<file path="src/rtl/ps2_pkg.sv">
// Shared definitions for the PS/2 scancode decoder: FSM state encoding,
// prefix / shift-key scancodes and the list of bytes that never form a key.
package ps2_pkg;

  typedef enum logic [1:0] {
    S_IDLE   = 2'd0,
    S_EXT    = 2'd1,
    S_BRK    = 2'd2,
    S_EXTBRK = 2'd3
  } ps2_state_e;

  localparam logic [7:0] PS2_PFX_EXT = 8'hE0;
  localparam logic [7:0] PS2_PFX_BRK = 8'hF0;
  localparam logic [7:0] PS2_LSHIFT  = 8'h12;
  localparam logic [7:0] PS2_RSHIFT  = 8'h59;

  // Keyboard status / error bytes (overrun, BAT ok, ACK, error): dropped in any state.
  localparam int PS2_NUM_DISCARD = 4;
  localparam logic [7:0] PS2_DISCARD [PS2_NUM_DISCARD] = '{8'h00, 8'hAA, 8'hFA, 8'hFF};

  function automatic logic ps2_is_discard(input logic [7:0] b);
    logic hit;
    hit = 1'b0;
    for (int i = 0; i < PS2_NUM_DISCARD; i++) begin
      if (b == PS2_DISCARD[i]) hit = 1'b1;
    end
    return hit;
  endfunction

endpackage

</file>
<file path="src/rtl/ps2_scancode_decoder_if.sv">
// Bundle between the upstream PS/2 receiver FIFO, the decoder and the key
// event consumer.
//
// FIFO handshake: ps2_ready is high while the FIFO holds a byte and ps2_data
// shows the head byte. The decoder takes the byte in a cycle where it sees
// ps2_ready high and has no pop outstanding, then drives ps2_read_n low for
// exactly the following cycle; the FIFO advances its read pointer on that
// cycle's rising edge. ps2_read_n is never low two cycles in a row, so
// ps2_ready/ps2_data are always re-settled before the next byte is taken.
// key_valid and proto_err are single-cycle pulses; the remaining key_* fields
// hold until the next event. fsm_state exposes the prefix FSM for debug.
interface ps2_scancode_decoder_if
  import ps2_pkg::*;
#(
  parameter int COUNT_W = 8
);
  logic               ps2_ready;
  logic [7:0]         ps2_data;
  logic               ps2_read_n;
  logic               key_valid;
  logic [7:0]         key_code;
  logic               key_ext;
  logic               key_release;
  logic               key_repeat;
  logic [7:0]         key_ascii;
  logic               shift_held;
  logic [COUNT_W-1:0] key_count;
  logic               proto_err;
  ps2_state_e         fsm_state;

  modport master (
    input  ps2_ready, ps2_data,
    output ps2_read_n, key_valid, key_code, key_ext, key_release, key_repeat,
           key_ascii, shift_held, key_count, proto_err, fsm_state
  );

  modport slave (
    output ps2_ready, ps2_data,
    input  ps2_read_n, key_valid, key_code, key_ext, key_release, key_repeat,
           key_ascii, shift_held, key_count, proto_err, fsm_state
  );
endinterface

</file>
<file path="src/rtl/ps2_scancode_ascii.sv">
// Combinational set-2 scancode to ASCII map: letters (case follows shift),
// top-row digits, space and enter. Everything else maps to 0x00.
module ps2_scancode_ascii (
  input  logic [7:0] code,
  input  logic       shift,
  output logic [7:0] ascii
);

  logic [7:0] letter;

  // Letters first (lower case, 0 when not a letter), then the other keys.
  always_comb begin
    letter = 8'h00;
    ascii  = 8'h00;
    case (code)
      8'h1C: letter = 8'h61; 8'h32: letter = 8'h62; 8'h21: letter = 8'h63;
      8'h23: letter = 8'h64; 8'h24: letter = 8'h65; 8'h2B: letter = 8'h66;
      8'h34: letter = 8'h67; 8'h33: letter = 8'h68; 8'h43: letter = 8'h69;
      8'h3B: letter = 8'h6A; 8'h42: letter = 8'h6B; 8'h4B: letter = 8'h6C;
      8'h3A: letter = 8'h6D; 8'h31: letter = 8'h6E; 8'h44: letter = 8'h6F;
      8'h4D: letter = 8'h70; 8'h15: letter = 8'h71; 8'h2D: letter = 8'h72;
      8'h1B: letter = 8'h73; 8'h2C: letter = 8'h74; 8'h3C: letter = 8'h75;
      8'h2A: letter = 8'h76; 8'h1D: letter = 8'h77; 8'h22: letter = 8'h78;
      8'h35: letter = 8'h79; 8'h1A: letter = 8'h7A;
      default: letter = 8'h00;
    endcase
    if (letter != 8'h00) begin
      ascii = shift ? (letter - 8'h20) : letter;
    end else begin
      case (code)
        8'h45: ascii = 8'h30; 8'h16: ascii = 8'h31; 8'h1E: ascii = 8'h32;
        8'h26: ascii = 8'h33; 8'h25: ascii = 8'h34; 8'h2E: ascii = 8'h35;
        8'h36: ascii = 8'h36; 8'h3D: ascii = 8'h37; 8'h3E: ascii = 8'h38;
        8'h46: ascii = 8'h39;
        8'h29: ascii = 8'h20;
        8'h5A: ascii = 8'h0D;
        default: ascii = 8'h00;
      endcase
    end
  end

endmodule

</file>
<file path="src/rtl/ps2_scancode_decoder.sv">
// PS/2 set-2 scancode decoder: pops bytes from the receiver FIFO, strips the
// E0/F0 prefixes, and emits one registered key event per scancode with
// repeat detection, shift tracking and a make counter.
// Build option: define PS2_DECODER_ASCII_EN to add the ASCII mapping on
// key_ascii; without it key_ascii is tied to 0x00.
module ps2_scancode_decoder
  import ps2_pkg::*;
#(
  parameter int COUNT_W = 8
) (
  input  logic                   clk,
  input  logic                   rst,
  ps2_scancode_decoder_if.master bus
);

  logic               pop;
  logic               pop_q;
  logic [7:0]         byte_in;
  ps2_state_e         state_q;
  ps2_state_e         state_d;
  logic               ev_d;
  logic               ev_ext_d;
  logic               ev_rel_d;
  logic               perr_d;
  logic               held_match;
  logic               repeat_d;
  logic [7:0]         held_code_q;
  logic               held_ext_q;
  logic               held_vld_q;
  logic               shift_l_q;
  logic               shift_r_q;
  logic               shift_held;
  logic               key_valid_q;
  logic [7:0]         key_code_q;
  logic               key_ext_q;
  logic               key_release_q;
  logic               key_repeat_q;
  logic               proto_err_q;
  logic [COUNT_W-1:0] key_count_q;

  // A pop is only allowed when none was issued last cycle.
  assign pop     = bus.ps2_ready & ~pop_q;
  assign byte_in = bus.ps2_data;

  // Prefix FSM state register.
  always_ff @(posedge clk) begin
    if (rst) state_q <= S_IDLE;
    else     state_q <= state_d;
  end

  // Next state and event decode for the byte being popped this cycle.
  always_comb begin
    state_d  = state_q;
    ev_d     = 1'b0;
    ev_ext_d = 1'b0;
    ev_rel_d = 1'b0;
    perr_d   = 1'b0;
    if (pop) begin
      if (ps2_is_discard(byte_in)) begin
        state_d = S_IDLE;
      end else if (byte_in == PS2_PFX_EXT) begin
        // E0 after a break prefix is out of order; restart as an extended code.
        state_d = S_EXT;
        perr_d  = (state_q == S_BRK) || (state_q == S_EXTBRK);
      end else if (byte_in == PS2_PFX_BRK) begin
        case (state_q)
          S_IDLE:  state_d = S_BRK;
          S_EXT:   state_d = S_EXTBRK;
          default: state_d = state_q;
        endcase
      end else begin
        ev_d     = 1'b1;
        ev_ext_d = (state_q == S_EXT) || (state_q == S_EXTBRK);
        ev_rel_d = (state_q == S_BRK) || (state_q == S_EXTBRK);
        state_d  = S_IDLE;
      end
    end
  end

  assign held_match = held_vld_q && (held_code_q == byte_in) && (held_ext_q == ev_ext_d);
  assign repeat_d   = ev_d && !ev_rel_d && held_match;
  assign shift_held = shift_l_q | shift_r_q;

  // Pop strobe, event fields, held-key tracking, shift state and make counter.
  always_ff @(posedge clk) begin
    if (rst) begin
      pop_q         <= 1'b0;
      key_valid_q   <= 1'b0;
      key_code_q    <= 8'h00;
      key_ext_q     <= 1'b0;
      key_release_q <= 1'b0;
      key_repeat_q  <= 1'b0;
      proto_err_q   <= 1'b0;
      key_count_q   <= '0;
      held_code_q   <= 8'h00;
      held_ext_q    <= 1'b0;
      held_vld_q    <= 1'b0;
      shift_l_q     <= 1'b0;
      shift_r_q     <= 1'b0;
    end else begin
      pop_q       <= pop;
      key_valid_q <= ev_d;
      proto_err_q <= perr_d;
      if (ev_d) begin
        key_code_q    <= byte_in;
        key_ext_q     <= ev_ext_d;
        key_release_q <= ev_rel_d;
        key_repeat_q  <= repeat_d;
        if (ev_rel_d) begin
          if (held_match) held_vld_q <= 1'b0;
        end else if (!repeat_d) begin
          held_code_q <= byte_in;
          held_ext_q  <= ev_ext_d;
          held_vld_q  <= 1'b1;
          key_count_q <= key_count_q + COUNT_W'(1);
        end
        if (!ev_ext_d && byte_in == PS2_LSHIFT) shift_l_q <= ~ev_rel_d;
        if (!ev_ext_d && byte_in == PS2_RSHIFT) shift_r_q <= ~ev_rel_d;
      end
    end
  end

`ifdef PS2_DECODER_ASCII_EN
  logic [7:0] map_ascii;
  logic [7:0] key_ascii_q;

  // shift_held here is still the value from before this byte.
  ps2_scancode_ascii u_ascii (
    .code  (byte_in),
    .shift (shift_held),
    .ascii (map_ascii)
  );

  // ASCII code registered with the other event fields; extended keys have no mapping.
  always_ff @(posedge clk) begin
    if (rst)       key_ascii_q <= 8'h00;
    else if (ev_d) key_ascii_q <= ev_ext_d ? 8'h00 : map_ascii;
  end

  assign bus.key_ascii = key_ascii_q;
`else
  assign bus.key_ascii = 8'h00;
`endif

  assign bus.ps2_read_n  = ~pop_q;
  assign bus.key_valid   = key_valid_q;
  assign bus.key_code    = key_code_q;
  assign bus.key_ext     = key_ext_q;
  assign bus.key_release = key_release_q;
  assign bus.key_repeat  = key_repeat_q;
  assign bus.shift_held  = shift_held;
  assign bus.key_count   = key_count_q;
  assign bus.proto_err   = proto_err_q;
  assign bus.fsm_state   = state_q;

endmodule
</file>
<file path="src/flat_wrapper.sv">
// flat-port wrapper written by rule: the top's interface ports become plain ports
module ps2_scancode_decoder_flat import ps2_pkg::*;
#(
  parameter int COUNT_W = 8
)
  (clk, rst, bus_ps2_ready, bus_ps2_data, bus_ps2_read_n, bus_key_valid, bus_key_code, bus_key_ext, bus_key_release, bus_key_repeat, bus_key_ascii, bus_shift_held, bus_key_count, bus_proto_err, bus_fsm_state);
  ps2_scancode_decoder_if #(.COUNT_W(COUNT_W)) bus_i ();
  input  logic clk;
  input  logic rst;
  input wire logic [$bits(bus_i.ps2_ready)-1:0] bus_ps2_ready;
  input wire logic [$bits(bus_i.ps2_data)-1:0] bus_ps2_data;
  output wire logic [$bits(bus_i.ps2_read_n)-1:0] bus_ps2_read_n;
  output wire logic [$bits(bus_i.key_valid)-1:0] bus_key_valid;
  output wire logic [$bits(bus_i.key_code)-1:0] bus_key_code;
  output wire logic [$bits(bus_i.key_ext)-1:0] bus_key_ext;
  output wire logic [$bits(bus_i.key_release)-1:0] bus_key_release;
  output wire logic [$bits(bus_i.key_repeat)-1:0] bus_key_repeat;
  output wire logic [$bits(bus_i.key_ascii)-1:0] bus_key_ascii;
  output wire logic [$bits(bus_i.shift_held)-1:0] bus_shift_held;
  output wire logic [$bits(bus_i.key_count)-1:0] bus_key_count;
  output wire logic [$bits(bus_i.proto_err)-1:0] bus_proto_err;
  output wire logic [$bits(bus_i.fsm_state)-1:0] bus_fsm_state;
  assign bus_i.ps2_ready = bus_ps2_ready;
  assign bus_i.ps2_data = bus_ps2_data;
  assign bus_ps2_read_n = bus_i.ps2_read_n;
  assign bus_key_valid = bus_i.key_valid;
  assign bus_key_code = bus_i.key_code;
  assign bus_key_ext = bus_i.key_ext;
  assign bus_key_release = bus_i.key_release;
  assign bus_key_repeat = bus_i.key_repeat;
  assign bus_key_ascii = bus_i.key_ascii;
  assign bus_shift_held = bus_i.shift_held;
  assign bus_key_count = bus_i.key_count;
  assign bus_proto_err = bus_i.proto_err;
  assign bus_fsm_state = bus_i.fsm_state;
  ps2_scancode_decoder #(.COUNT_W(COUNT_W)) u_core (.clk(clk), .rst(rst), .bus(bus_i));
endmodule
</file>
<file path="config.mk">
export PLATFORM = sky130hd
export DESIGN_NAME = ps2_scancode_decoder_flat
export DESIGN_NICKNAME = d
export VERILOG_FILES = /design/src/rtl/ps2_pkg.sv /design/src/rtl/ps2_scancode_decoder_if.sv /design/src/rtl/ps2_scancode_ascii.sv /design/src/rtl/ps2_scancode_decoder.sv /design/src/flat_wrapper.sv
export SDC_FILE = /design/constraint.sdc
export NUM_CORES = 1
export LEC_CHECK = 0
export ABC_AREA = 1
export CORE_UTILIZATION = 40
export DETAILED_ROUTE_END_ITERATION = 8
export MAX_ROUTING_LAYER = met4
export PLACE_DENSITY = 0.67
export SETUP_SLACK_MARGIN = 0.1
export SYNTH_ARGS = -nofsm -noshare
export SYNTH_HDL_FRONTEND = slang
export SYNTH_SLANG_ARGS = --single-unit
</file>
<file path="constraint.sdc">
create_clock -name clk -period 1.4 [get_ports clk]
set_clock_uncertainty 0.1 [all_clocks]
set_input_delay 0.14 -clock clk [delete_from_list [all_inputs] [get_ports clk]]
set_output_delay 0.14 -clock clk [all_outputs]
set_load 0.03 [all_outputs]
</file>
==> results of run 1 <==
-- through the flow --
stage	TNS, ps	area (um^2)
6_report	-3930	3030
3_3_place_gp	-20860	2640
3_5_place_dp	-21690	2640
4_1_cts	-3320	2890
2_1_floorplan	-1010	1990
5_1_grt	-5830	3030
-- layer usage --
layer	part of all wire [%]	up-vias	track usage [%]
met5	0	-	-
met4	2.6	0	10.0
met3	5.0	18	3.94
met2	49	59	38.3
met1	43	976	26.6
li1	-	1041	-
-- cells in the final DEF, fill, tap and decap left out, types with 3 or more instances in the layout --
cell type and n:
buf_4 50, nand2_1 39, nor2_1 32, dfxtp_1 31
inv_1 25, a21oi_1 16, nand2_2 13, nand3_2 10
buf_2 10, nor2_4 8, nor2_2 8, nand3_1 8
conb_1 8, clkdlybuf4s15_1 8, a21oi_2 7, dlygate4sd2_1 7
o21ai_0 6, buf_6 6, xor2_1 5, o21ai_1 5
clkbuf_8 5, inv_4 4, inv_2 4, xnor2_1 4
clkdlybuf4s15_2 4, dfxtp_2 4, nand3_4 3, nand3b_1 3
nand4_1 3, clkbuf_2 3
-- tightest hold or removal path: stages --
cell and delay, ps:
dlymetal6s2s_1 170, nand2_8 130, nor2_1 60
-- path summary, 6_finish.rpt --
check / slack [ps] / cells past startpoint / end
hold reg to reg: 340 / 2 / u_core.bus.key_code[4]$_SDFFE_PP0P_
setup reg to reg: -270 / 11 / u_core.bus.key_count[1]$_SDFFE_PP0P_
hold / removal: 140 / 3 / u_core.pop_q$_SDFF_PP0_
setup / recovery: -270 / 11 / u_core.bus.key_count[1]$_SDFFE_PP0P_
-- power groups by stage --
stage               clock network, uW  logic [uW]  registers, uW
floorplan                           0         283           1200
global placement                    0         580           1140
detailed placement                  0         583           1140
CTS                               942         604           1120
global route                      982         716           1130
finish                            939         666           1130
-- kinds of logic (layout without fill, tap and decap cells) --
family / Yosys count / after routing / share of synthesized area, %
AOI/OAI and AO/OA: 39 / 39 / 11.0
xor gates and xnor gates: 9 / 9 / 4.11
adders and majority gates: 1 / 1 / 0.652
buffers and inverters: 52 / 136 / 12.9
DFF: 36 / 36 / 37.5
muxes: 1 / 1 / 0.522
other: 1 / 8 / 0.195
and+or+nand+nor: 136 / 136 / 33.1
-- cell usage after synthesis, drive strengths merged --
library cell  number
a211oi             2
nand2             54
nand3             21
mux2i              1
xnor2              4
buf               15
inv               35
dfxtp             36
xor2               5
o22ai              1
ha                 1
a21oi             23
nor3               1
nand3b             3
nor4               3
clkbuf             2
nor2              48
nand4              6
a31oi              1
o21ai             12
conb               1
-- what timing repair did --
item / 4_1_cts / 5_1_grt
buffers inserted: 7 / 4
resized for setup: 124 / 48
cloned: 1 / 0
pin swaps: 21 / 16
setup endpoints to repair: 60 / 40
hold buffers: 0 / 0
-- final cells by class --
type | count | area (um^2)
clock buffers | 5 | 68.8
clock inverters | 3 | 42.5
fillers | 369 | 1440
inverters | 35 | 154
multi-input cells | 194 | 1220
flip-flops and latches | 36 | 729
well taps | 52 | 65.1
repair buffers | 93 | 752
-- sequential cells by signal (all words and copies together), names as in the netlist --
name,count
u_core.bus.key_valid,1
u_core.bus.key_count,8
u_core.bus.fsm_state,2
u_core.bus.key_ext,1
u_core.held_ext_q,1
u_core.bus.key_release,1
u_core.bus.key_repeat,1
u_core.shift_l_q,1
u_core.held_vld_q,1
u_core.pop_q,1
u_core.held_code_q,8
u_core.bus.key_code,8
u_core.bus.proto_err,1
u_core.shift_r_q,1
==> results.sh, run 1 <==
export IMPL_max_vdd_ir_drop_mv=0.867
export IMPL_critical_path_required_ps=1540
export IMPL_detail_route_vias_per_cell=5.01
export IMPL_cap_viol_max_count=0
export IMPL_r2r_start="u_core.held_code_q[7]$_SDFFE_PP0P_"
export IMPL_fin_nets=377
export IMPL_power_uw=2730
export IMPL_sequentialPowerShare_pct=41.2
export IMPL_pwr_share_comb_pct=24.4
export IMPL_wirelength_mm=5.67
export IMPL_start_util_pct=42.9
export IMPL_io_pins=44
export IMPL_grt_pass1_wl_mm=8.66
export IMPL_die_area_um2=5080
export IMPL_worst_setup_path_startpoint="u_core.held_code_q[7]$_SDFFE_PP0P_"
export IMPL_violations_in_the_final_reports="design-rule violations, negative setup slack"
export IMPL_cp_buffers_inverters=2
export IMPL_critical_path_max_stage_delay_ps=350
export IMPL_layout_setup_ws_ps=-270
export IMPL_critical_path_top_delay_family="simple AND/OR/NAND/NOR gates"
export IMPL_htreeDepth=2
export IMPL_tritoncts="yes"
export IMPL_yosysUniqueCellTypes=34
export IMPL_synth_seq_cells=36
export IMPL_run_status="finished with violations"
export IMPL_route_vias_total=2094
export IMPL_port_buffers=35
export IMPL_cellInternalPower_uw=1880
export IMPL_grt_antenna_before_repair=0
export IMPL_hold_path_startpoint="bus_ps2_ready"
export IMPL_synth_yosys_warnings=0
export IMPL_hold_viol_final=0
export IMPL_cellPowerDensity_nw_per_um2=900
export IMPL_power_switching_fraction_pct=31.2
export IMPL_final_period_minus_worst_setup_slack_ps=1670
export IMPL_grt_usage_pct=22.8
export IMPL_layoutNonFillerInstCount=418
export IMPL_path_common_cell="nand2_2"
export IMPL_worst_path_max_delay_cell="dfxtp_2"
export IMPL_die_height_um=71.3
export IMPL_worstSetupStartpointType="flip-flop"
export IMPL_period_share_pct=119
export IMPL_insertion_delay_ps=300
export IMPL_avgRoutedWirePerCell_um=13.6
export IMPL_root_buffer="clkbuf_8"
export IMPL_final_layout_size_suffix_gt1_share_pct=42.9
export IMPL_netSwitchingPower_uw=851
export IMPL_clock_power_share_pct=34.4
export IMPL_netlist_top_cell_by_area="dfxtp_1"
export IMPL_synth_avg_cell_area_um2=6.98
export IMPL_number_of_setup_violations_in_the_final_report=17
export IMPL_crit_chain="inv_2 -> nand2_2 -> nand2_2 -> nor3_2 -> nand3_1 -> nor2_4 -> nand3_4 -> buf_6 -> nand3b_1 -> nand2_1 -> nor2_1"
export IMPL_post_route_util_pct=67.8
export IMPL_post_placement_worst_setup_slack_ps=-734
export IMPL_synthTopCellsByArea="dfxtp_1, nand2_1, nor2_1"
export IMPL_ys_seq_area_share_pct=37.5
export IMPL_fmax_mhz=599
export IMPL_hold_path_class="input port to flip-flop"
export IMPL_vias_in_the_first_global_route=1874
export IMPL_firstDrtPassIters=6
export IMPL_clock_sink_count=36
export IMPL_p_leak_uw=0.00136
export IMPL_overflow_after_grt=0
export IMPL_postSynthCellCount=275
export IMPL_end_kind="flip-flop"
export IMPL_clkSlewWorstSetupHoldPaths_ps=80
export IMPL_critical_path_class="flip-flop to flip-flop"
export IMPL_std_cell_rows=24
export IMPL_dpl_cell_count=399
export IMPL_cts_buffers=5
export IMPL_critPathMaxFanout=6
export IMPL_flow_area_growth_from_synthesis_pct=58.1
export IMPL_post_route_drc_count=4
export IMPL_antenna_violating_nets_post_route=0
export IMPL_synth_top_area_share_pct=37.5
export IMPL_detailedRoute_firstIterationViolations=124
export IMPL_rsz0062_at_grt="yes"
export IMPL_maxSlewViolCount=0
export IMPL_place_hpwl_mm=3.67
export IMPL_antenna_cell_count=0
export IMPL_pin_count_of_the_biggest_net_entering_global_routing=14
export IMPL_dieWidth_um=71.3
export IMPL_synthesis_area_um2=1920
export IMPL_core_region_area_um2=4470
export IMPL_cts_max_path_bufs=2
export IMPL_gpl_wtd_cong=0.875
export IMPL_arrival_ps=1810
export IMPL_hold_slack_ps=139
Power figures use the tool's default switching activity.
==> run 2: changes to the inputs <==
- ABC_AREA: 1 -> unset
==> run 2 against run 1 <==
Cell area decreased by 4.4%. Total power decreased by 14%. Largest power group unchanged. The run ends with negative setup slack left. Sequential power about the same.
==> results.sh, run 2 <==
export IMPL_dieWidth_um=69.8
export IMPL_critPathMaxFanout=8
export IMPL_std_cell_rows=24
export IMPL_number_of_setup_violations_in_the_final_report=26
export IMPL_core_region_area_um2=4380
export IMPL_end_kind="flip-flop"
export IMPL_rr_worst_depth=6
export IMPL_clkSlewWorstSetupHoldPaths_ps=70
export IMPL_vias_in_the_first_global_route=1693
export IMPL_synth_top_area_share_pct=39.2
export IMPL_grt_antenna_before_repair=0
export IMPL_muxShareOfSynthArea_pct=12.8
export IMPL_fmax_mhz=590
export IMPL_synth_compound_area_share_pct=5.44
export IMPL_netlist_top_cell_by_area="dfxtp_1"
export IMPL_layout_commonest_cell="buf_4"
export IMPL_synth_seq_cells=36
export IMPL_critical_path_required_ps=1480
export IMPL_start_util_pct=42.0
export IMPL_synth_edff_count=0
export IMPL_critical_path_depth=6
export IMPL_layout_cells_most_common_list="buf_4, dfxtp_1, mux2i_1, nand2b_1, nor2_1"
export IMPL_die_height_um=69.8
export IMPL_flow_area_growth_from_synthesis_pct=57.6
export IMPL_min_delay_path_depth=3
export IMPL_hold_path_class="input port to flip-flop"
export IMPL_clock_sink_count=36
export IMPL_p_leak_uw=0.00126
export IMPL_yosysUniqueCellTypes=39
export IMPL_cp_buffers_inverters=1
export IMPL_synth_yosys_warnings=0
export IMPL_tritoncts="yes"
export IMPL_arrival_ps=1770
export IMPL_route_vias_total=1706
export IMPL_hold_slack_ps=95.4
export IMPL_cellPowerDensity_nw_per_um2=807
export IMPL_dpl_cell_count=324
export IMPL_detail_route_vias_per_cell=4.99
export IMPL_final_layout_size_suffix_gt1_share_pct=46.2
export IMPL_overflow_after_grt=0
export IMPL_synthFlopType="dfxtp_1"
export IMPL_run_status="finished with violations"
export IMPL_antenna_violating_nets_post_route=0
export IMPL_yosys_area_share_adder_pct=0.680
export IMPL_violations_in_the_final_reports="negative setup slack"
export IMPL_postSynthCellCount=198
export IMPL_hold_path_startpoint="bus_ps2_data[6]"
export IMPL_cts_max_path_bufs=2
export IMPL_fill_cells=372
export IMPL_synth_xor_area_share_pct=4.76
export IMPL_maxSlewViolCount=0
export IMPL_cts_buffers=5
export IMPL_post_route_drc_count=0
export IMPL_final_period_minus_worst_setup_slack_ps=1690
export IMPL_synth_top_family_by_area="simple AND/OR/NAND/NOR gates"
export IMPL_gpl_wtd_cong=0.802
export IMPL_period_share_pct=121
export IMPL_synth_simple_gate_area_share_pct=28.6
export IMPL_r2r_end="u_core.bus.key_count[2]$_SDFFE_PP0P_"
export IMPL_fin_nets=301
export IMPL_seq_area_um2=751
export IMPL_crit_chain="nand2b_4 -> a21oi_4 -> nand4_4 -> buf_6 -> nor4b_4 -> mux2_4"
export IMPL_synthTopCellsByArea="dfxtp_1, mux2i_1, nand2b_1"
export IMPL_synthesis_area_um2=1840
export IMPL_critical_path_max_stage_delay_ps=320
export IMPL_wirelength_mm=4.56
export IMPL_async_reset_ff_share_pct=0
export IMPL_worst_path_max_delay_cell="dfxtp_2"
export IMPL_r2r_setup_slk_ps=-290
export IMPL_multi_input_comb_area_um2=1190
export IMPL_place_hpwl_mm=3.19
export IMPL_hold_viol_final=0
export IMPL_ys_seq_area_share_pct=39.2
export IMPL_ys_top_cells_by_count="dfxtp_1, mux2i_1, nand2b_1, nor2_1, xnor2_1"
export IMPL_pin_count_of_the_biggest_net_entering_global_routing=28
export IMPL_insertion_delay_ps=290
export IMPL_antenna_cell_count=0
export IMPL_avgRoutedWirePerCell_um=13.3
export IMPL_critical_path_top_delay_family="simple AND/OR/NAND/NOR gates"
export IMPL_grt_pass1_wl_mm=7.60
export IMPL_die_area_um2=4880
export IMPL_r2r_start="u_core.pop_q$_SDFF_PP0_"
export IMPL_critical_path_class="flip-flop to flip-flop"
export IMPL_max_vdd_ir_drop_mv=0.610
export IMPL_timing_hold_worst_endpoint="u_core.bus.key_code[6]$_SDFFE_PP0P_"
export IMPL_root_buffer="clkbuf_8"
export IMPL_htreeDepth=2
export IMPL_synth_avg_cell_area_um2=9.30
export IMPL_port_buffers=35
export IMPL_firstDrtPassIters=4
export IMPL_io_pins=44
export IMPL_cap_viol_max_count=0
export IMPL_rsz0062_at_grt="yes"
export IMPL_layoutNonFillerInstCount=342
export IMPL_detailedRoute_firstIterationViolations=51
export IMPL_worstSetupStartpointType="flip-flop"
export IMPL_synthMostInstantiatedCell="dfxtp_1"
export IMPL_layout_setup_ws_ps=-295
export IMPL_grt_usage_pct=20.1
run 2: changes by cell type after synthesis, moves of 5 or more:
| cell | delta |
|---|---|
| xnor2_1 | +6 |
| a21oi_1 | -14 |
| nor2b_1 | +5 |
| o31ai_1 | +5 |
| xor2_1 | -5 |
| nand2b_1 | +19 |
| mux2i_1 | +18 |
| or4_1 | +5 |
| nor2_1 | -25 |
| nand2_1 | -42 |
| nand3_1 | -16 |
| o21ai_0 | -10 |
| inv_1 | -29 |
run 2: worst max-delay path by stage:
stage | to | startpoint | slack, ps
after detailed placement | u_core.bus.key_count[2]$_SDFFE_PP0P_ | bus_ps2_data[3] | -850
after CTS | u_core.bus.key_repeat$_SDFFE_PP0P_ | u_core.pop_q$_SDFF_PP0_ | -270
after floorplan | u_core.bus.key_count[2]$_SDFFE_PP0P_ | bus_ps2_data[6] | -220
after global routing | u_core.bus.key_repeat$_SDFFE_PP0P_ | u_core.held_code_q[4]$_SDFFE_PP0P_ | -410
after global placement | u_core.bus.key_ext$_SDFFE_PP0P_ | bus_ps2_data[3] | -820
final | u_core.bus.key_count[2]$_SDFFE_PP0P_ | u_core.pop_q$_SDFF_PP0_ | -290
run 2: cells by family after synthesis:
logic type                 Yosys count
muxes                               23
adders and majority gates            1
AOI/OAI and AO/OA                   16
and+or+nand+nor                     88
xor gates and xnor gates            10
DFF                                 36
other                                1
buffers and inverters               23
run 2: power breakdown:
part	switching, uW	internal, uW	leakage, uW
clock	363	349	0.0000422
combinational	272	254	0.000917
sequential	33.7	1070	0.000302
run 2: worst reg2reg max path, cell delays in order, from the launching register on:
cell and delay, ps:
dfxtp_2 320, nand2b_4 150, a21oi_4 150, nand4_4 140, buf_6 180, nor4b_4 240
mux2_4 320
run 2: what timing repair did:
| item | 4_1_cts | 5_1_grt |
|---|---|---|
| setup buffers | 9 | 3 |
| setup endpoints to repair | 59 | 46 |
| pin swaps | 10 | 10 |
| resized for setup | 95 | 47 |
| hold buffers | 0 | 0 |
| endpoints found under the hold margin | 0 | 0 |
run 2: metal layers:
layer	track usage (%)	wire length, um	vias to the layer above
met3	4.94	147	8
met1	23.6	2030	798
met2	34.2	2330	39
li1	-	-	861
met4	5.33	57	0
met5	-	0	-
run 2: through the flow:
stage                     power [uW]  area (um^2)  setup TNS (ps)  util [%]  worst slack [ps]
final                           2340         2900           -4870      66.2              -295
after floorplan                 1420         1950           -3340         -              -215
after global placement          1600         2600          -23960      59.2              -820
after detailed placement        1610         2600          -24700      59.2              -849
after global routing            2460         2900           -7010      66.2              -410
after CTS                       2330         2820           -4010      64.2              -267
run 2: cell type report:
cell class                      instances  share of cell area (%)
Inverter                                2                   0.259
Tap cell                               52                    2.24
Clock buffer                            7                    2.63
Clock inverter                          1                   0.173
Sequential cell                        36                    25.9
Timing Repair Buffer                   98                    27.7
Multi-Input combinational cell        146                    41.1
==> run 3: changes to the inputs <==
- clock period: 1.4 -> 1.44 ns (I/O delays scaled with it)
==> run 3 against run 2 <==
The flow still finishes with violations (negative setup slack). Critical path type unchanged. Clock power grew 5.2%. Sequential share of layout area down 0.096 points. Cell area is 0.13% lower.
==> results.sh, run 3 (synthesis gave the netlist of run 2 again) <==
export IMPL_worstSetupStartpointType="flip-flop"
export IMPL_maxSlewViolCount=0
export IMPL_critical_path_class="flip-flop to flip-flop"
export IMPL_cellInternalPower_uw=1670
export IMPL_sequentialPowerShare_pct=45.8
export IMPL_fill_cells=367
export IMPL_power_switching_fraction_pct=28.2
export IMPL_root_buffer="clkbuf_8"
export IMPL_grt_usage_pct=21.6
export IMPL_period_share_pct=125
export IMPL_firstDrtPassIters=4
export IMPL_vias_in_the_first_global_route=1665
export IMPL_cellPowerDensity_nw_per_um2=804
export IMPL_critical_path_required_ps=1570
export IMPL_layout_cells_most_common_list="buf_4, dfxtp_1, nand2b_1, mux2i_1, nor2_1"
export IMPL_io_pins=44
export IMPL_netSwitchingPower_uw=658
export IMPL_tritoncts="yes"
export IMPL_clock_sink_count=36
export IMPL_grt_pass1_wl_mm=7.95
export IMPL_dieWidth_um=69.8
export IMPL_arrival_ps=1930
export IMPL_std_cell_rows=24
export IMPL_final_period_minus_worst_setup_slack_ps=1800
export IMPL_grt_antenna_before_repair=0
export IMPL_aggregate_negative_setup_slack_ps=-6040
export IMPL_route_vias_total=1693
export IMPL_pwr_share_comb_pct=22.0
export IMPL_max_vdd_ir_drop_mv=0.539
export IMPL_htreeDepth=2
export IMPL_fmax_mhz=555
export IMPL_flow_area_growth_from_synthesis_pct=57.4
export IMPL_antenna_violating_nets_post_route=0
export IMPL_clock_power_share_pct=32.2
export IMPL_rsz0062_at_grt="yes"
export IMPL_insertion_delay_ps=290
export IMPL_end_kind="flip-flop"
export IMPL_violations_in_the_final_reports="negative setup slack"
export IMPL_r2r_start="u_core.held_ext_q$_SDFFE_PP0P_"
export IMPL_final_layout_size_suffix_gt1_share_pct=43.1
export IMPL_hold_viol_final=0
export IMPL_layout_setup_ws_ps=-363
export IMPL_hold_path_startpoint="bus_ps2_data[0]"
export IMPL_pin_count_of_the_biggest_net_entering_global_routing=27
export IMPL_layout_commonest_cell="buf_4"
export IMPL_cts_max_path_bufs=2
export IMPL_overflow_after_grt=0
export IMPL_clkSlewWorstSetupHoldPaths_ps=70
export IMPL_antenna_cell_count=0
export IMPL_post_route_drc_count=0
export IMPL_critPathMaxFanout=5
export IMPL_cap_viol_max_count=0
export IMPL_detail_route_vias_per_cell=4.98
export IMPL_fin_nets=299
export IMPL_place_hpwl_mm=3.26
export IMPL_wirelength_mm=4.81
export IMPL_post_route_util_pct=66.1
export IMPL_detailedRoute_firstIterationViolations=72
export IMPL_cts_buffers=5
export IMPL_die_height_um=69.8
export IMPL_worst_setup_path_startpoint="u_core.held_ext_q$_SDFFE_PP0P_"
export IMPL_hold_path_class="input port to flip-flop"
export IMPL_port_buffers=35
export IMPL_start_util_pct=42.0
export IMPL_number_of_setup_violations_in_the_final_report=31
export IMPL_run_status="finished with violations"
export IMPL_avgRoutedWirePerCell_um=14.2
export IMPL_gpl_wtd_cong=0.788
export IMPL_multi_input_comb_area_um2=1170
export IMPL_seq_area_um2=747
export IMPL_core_region_area_um2=4380
export IMPL_die_area_um2=4880
export IMPL_p_leak_uw=0.00127
run 3: changes by cell type in the layout (fill, tap and decap cells not counted), moves of 3 or more:
cell / change
dfxtp_1: +3
buf_2: -5
dlygate4sd2_1: +8
buf_4: -4
o31ai_1: +3
clkdlybuf4s15_2: +5
clkdlybuf4s15_1: -7
dfxtp_2: -3
nor3_2: -3
run 3: metrics by stage:
step                      power (uW)  hold slack (ps)  instances  setup WS [ps]  cell area (um^2)
after CTS                       2320             59.4        338           -266              2840
after global placement          1560              354        318           -780              2570
final                           2330             55.6        340           -363              2900
after global routing            2430             95.6        340           -398              2900
after detailed placement        1560              359        318           -804              2570
after floorplan                 1380              188        205           -179              1950
run 3: worst paths after layout:
check	end	slack, ps	depth (start not counted)
worst max register to register	u_core.bus.key_repeat$_SDFFE_PP0P_	-360	6
worst min-delay path	u_core.bus.key_code[0]$_SDFFE_PP0P_	60	3
worst min register to register	u_core.shift_l_q$_SDFFE_PP0P_	370	2
worst max-delay path	u_core.bus.key_repeat$_SDFFE_PP0P_	-360	6
run 3: final cells by class:
cell class	instances	area share, %
clock buffers	8	3.11
inverters	2	0.259
multi-input cells	146	40.3
flip-flops and latches	36	25.8
well taps	52	2.25
repair buffers	96	28.3
run 3: power groups by stage:
stage	registers, uW	clock network, uW	logic [uW]
after floorplan	1130	0	248
after global placement	1080	0	471
after detailed placement	1090	0	476
after CTS	1070	765	491
after global routing	1070	810	549
final	1070	749	513
run 3: critical path, stage by stage, from the launching register on:
cell and delay [ps]:
dfxtp_1 340, xnor2_1 210, nand4_1 220, nor3_4 220, buf_6 150, or3b_1 360, a21oi_1 140
run 3: timing repair:
item | 4_1_cts | 5_1_grt
buffers inserted | 11 | 2
setup endpoints to repair | 60 | 33
cloned | 1 | 0
resized for setup | 96 | 24
hold buffers | 0 | 0
pin swaps | 18 | 13
run 3: layer usage:
layer	part of all wire (%)	track usage, %	wire length (um)
met1	42	23.9	2030
met5	0	-	0
met2	53	37.3	2530
met4	2.1	9.11	99
met3	3.2	4.94	153
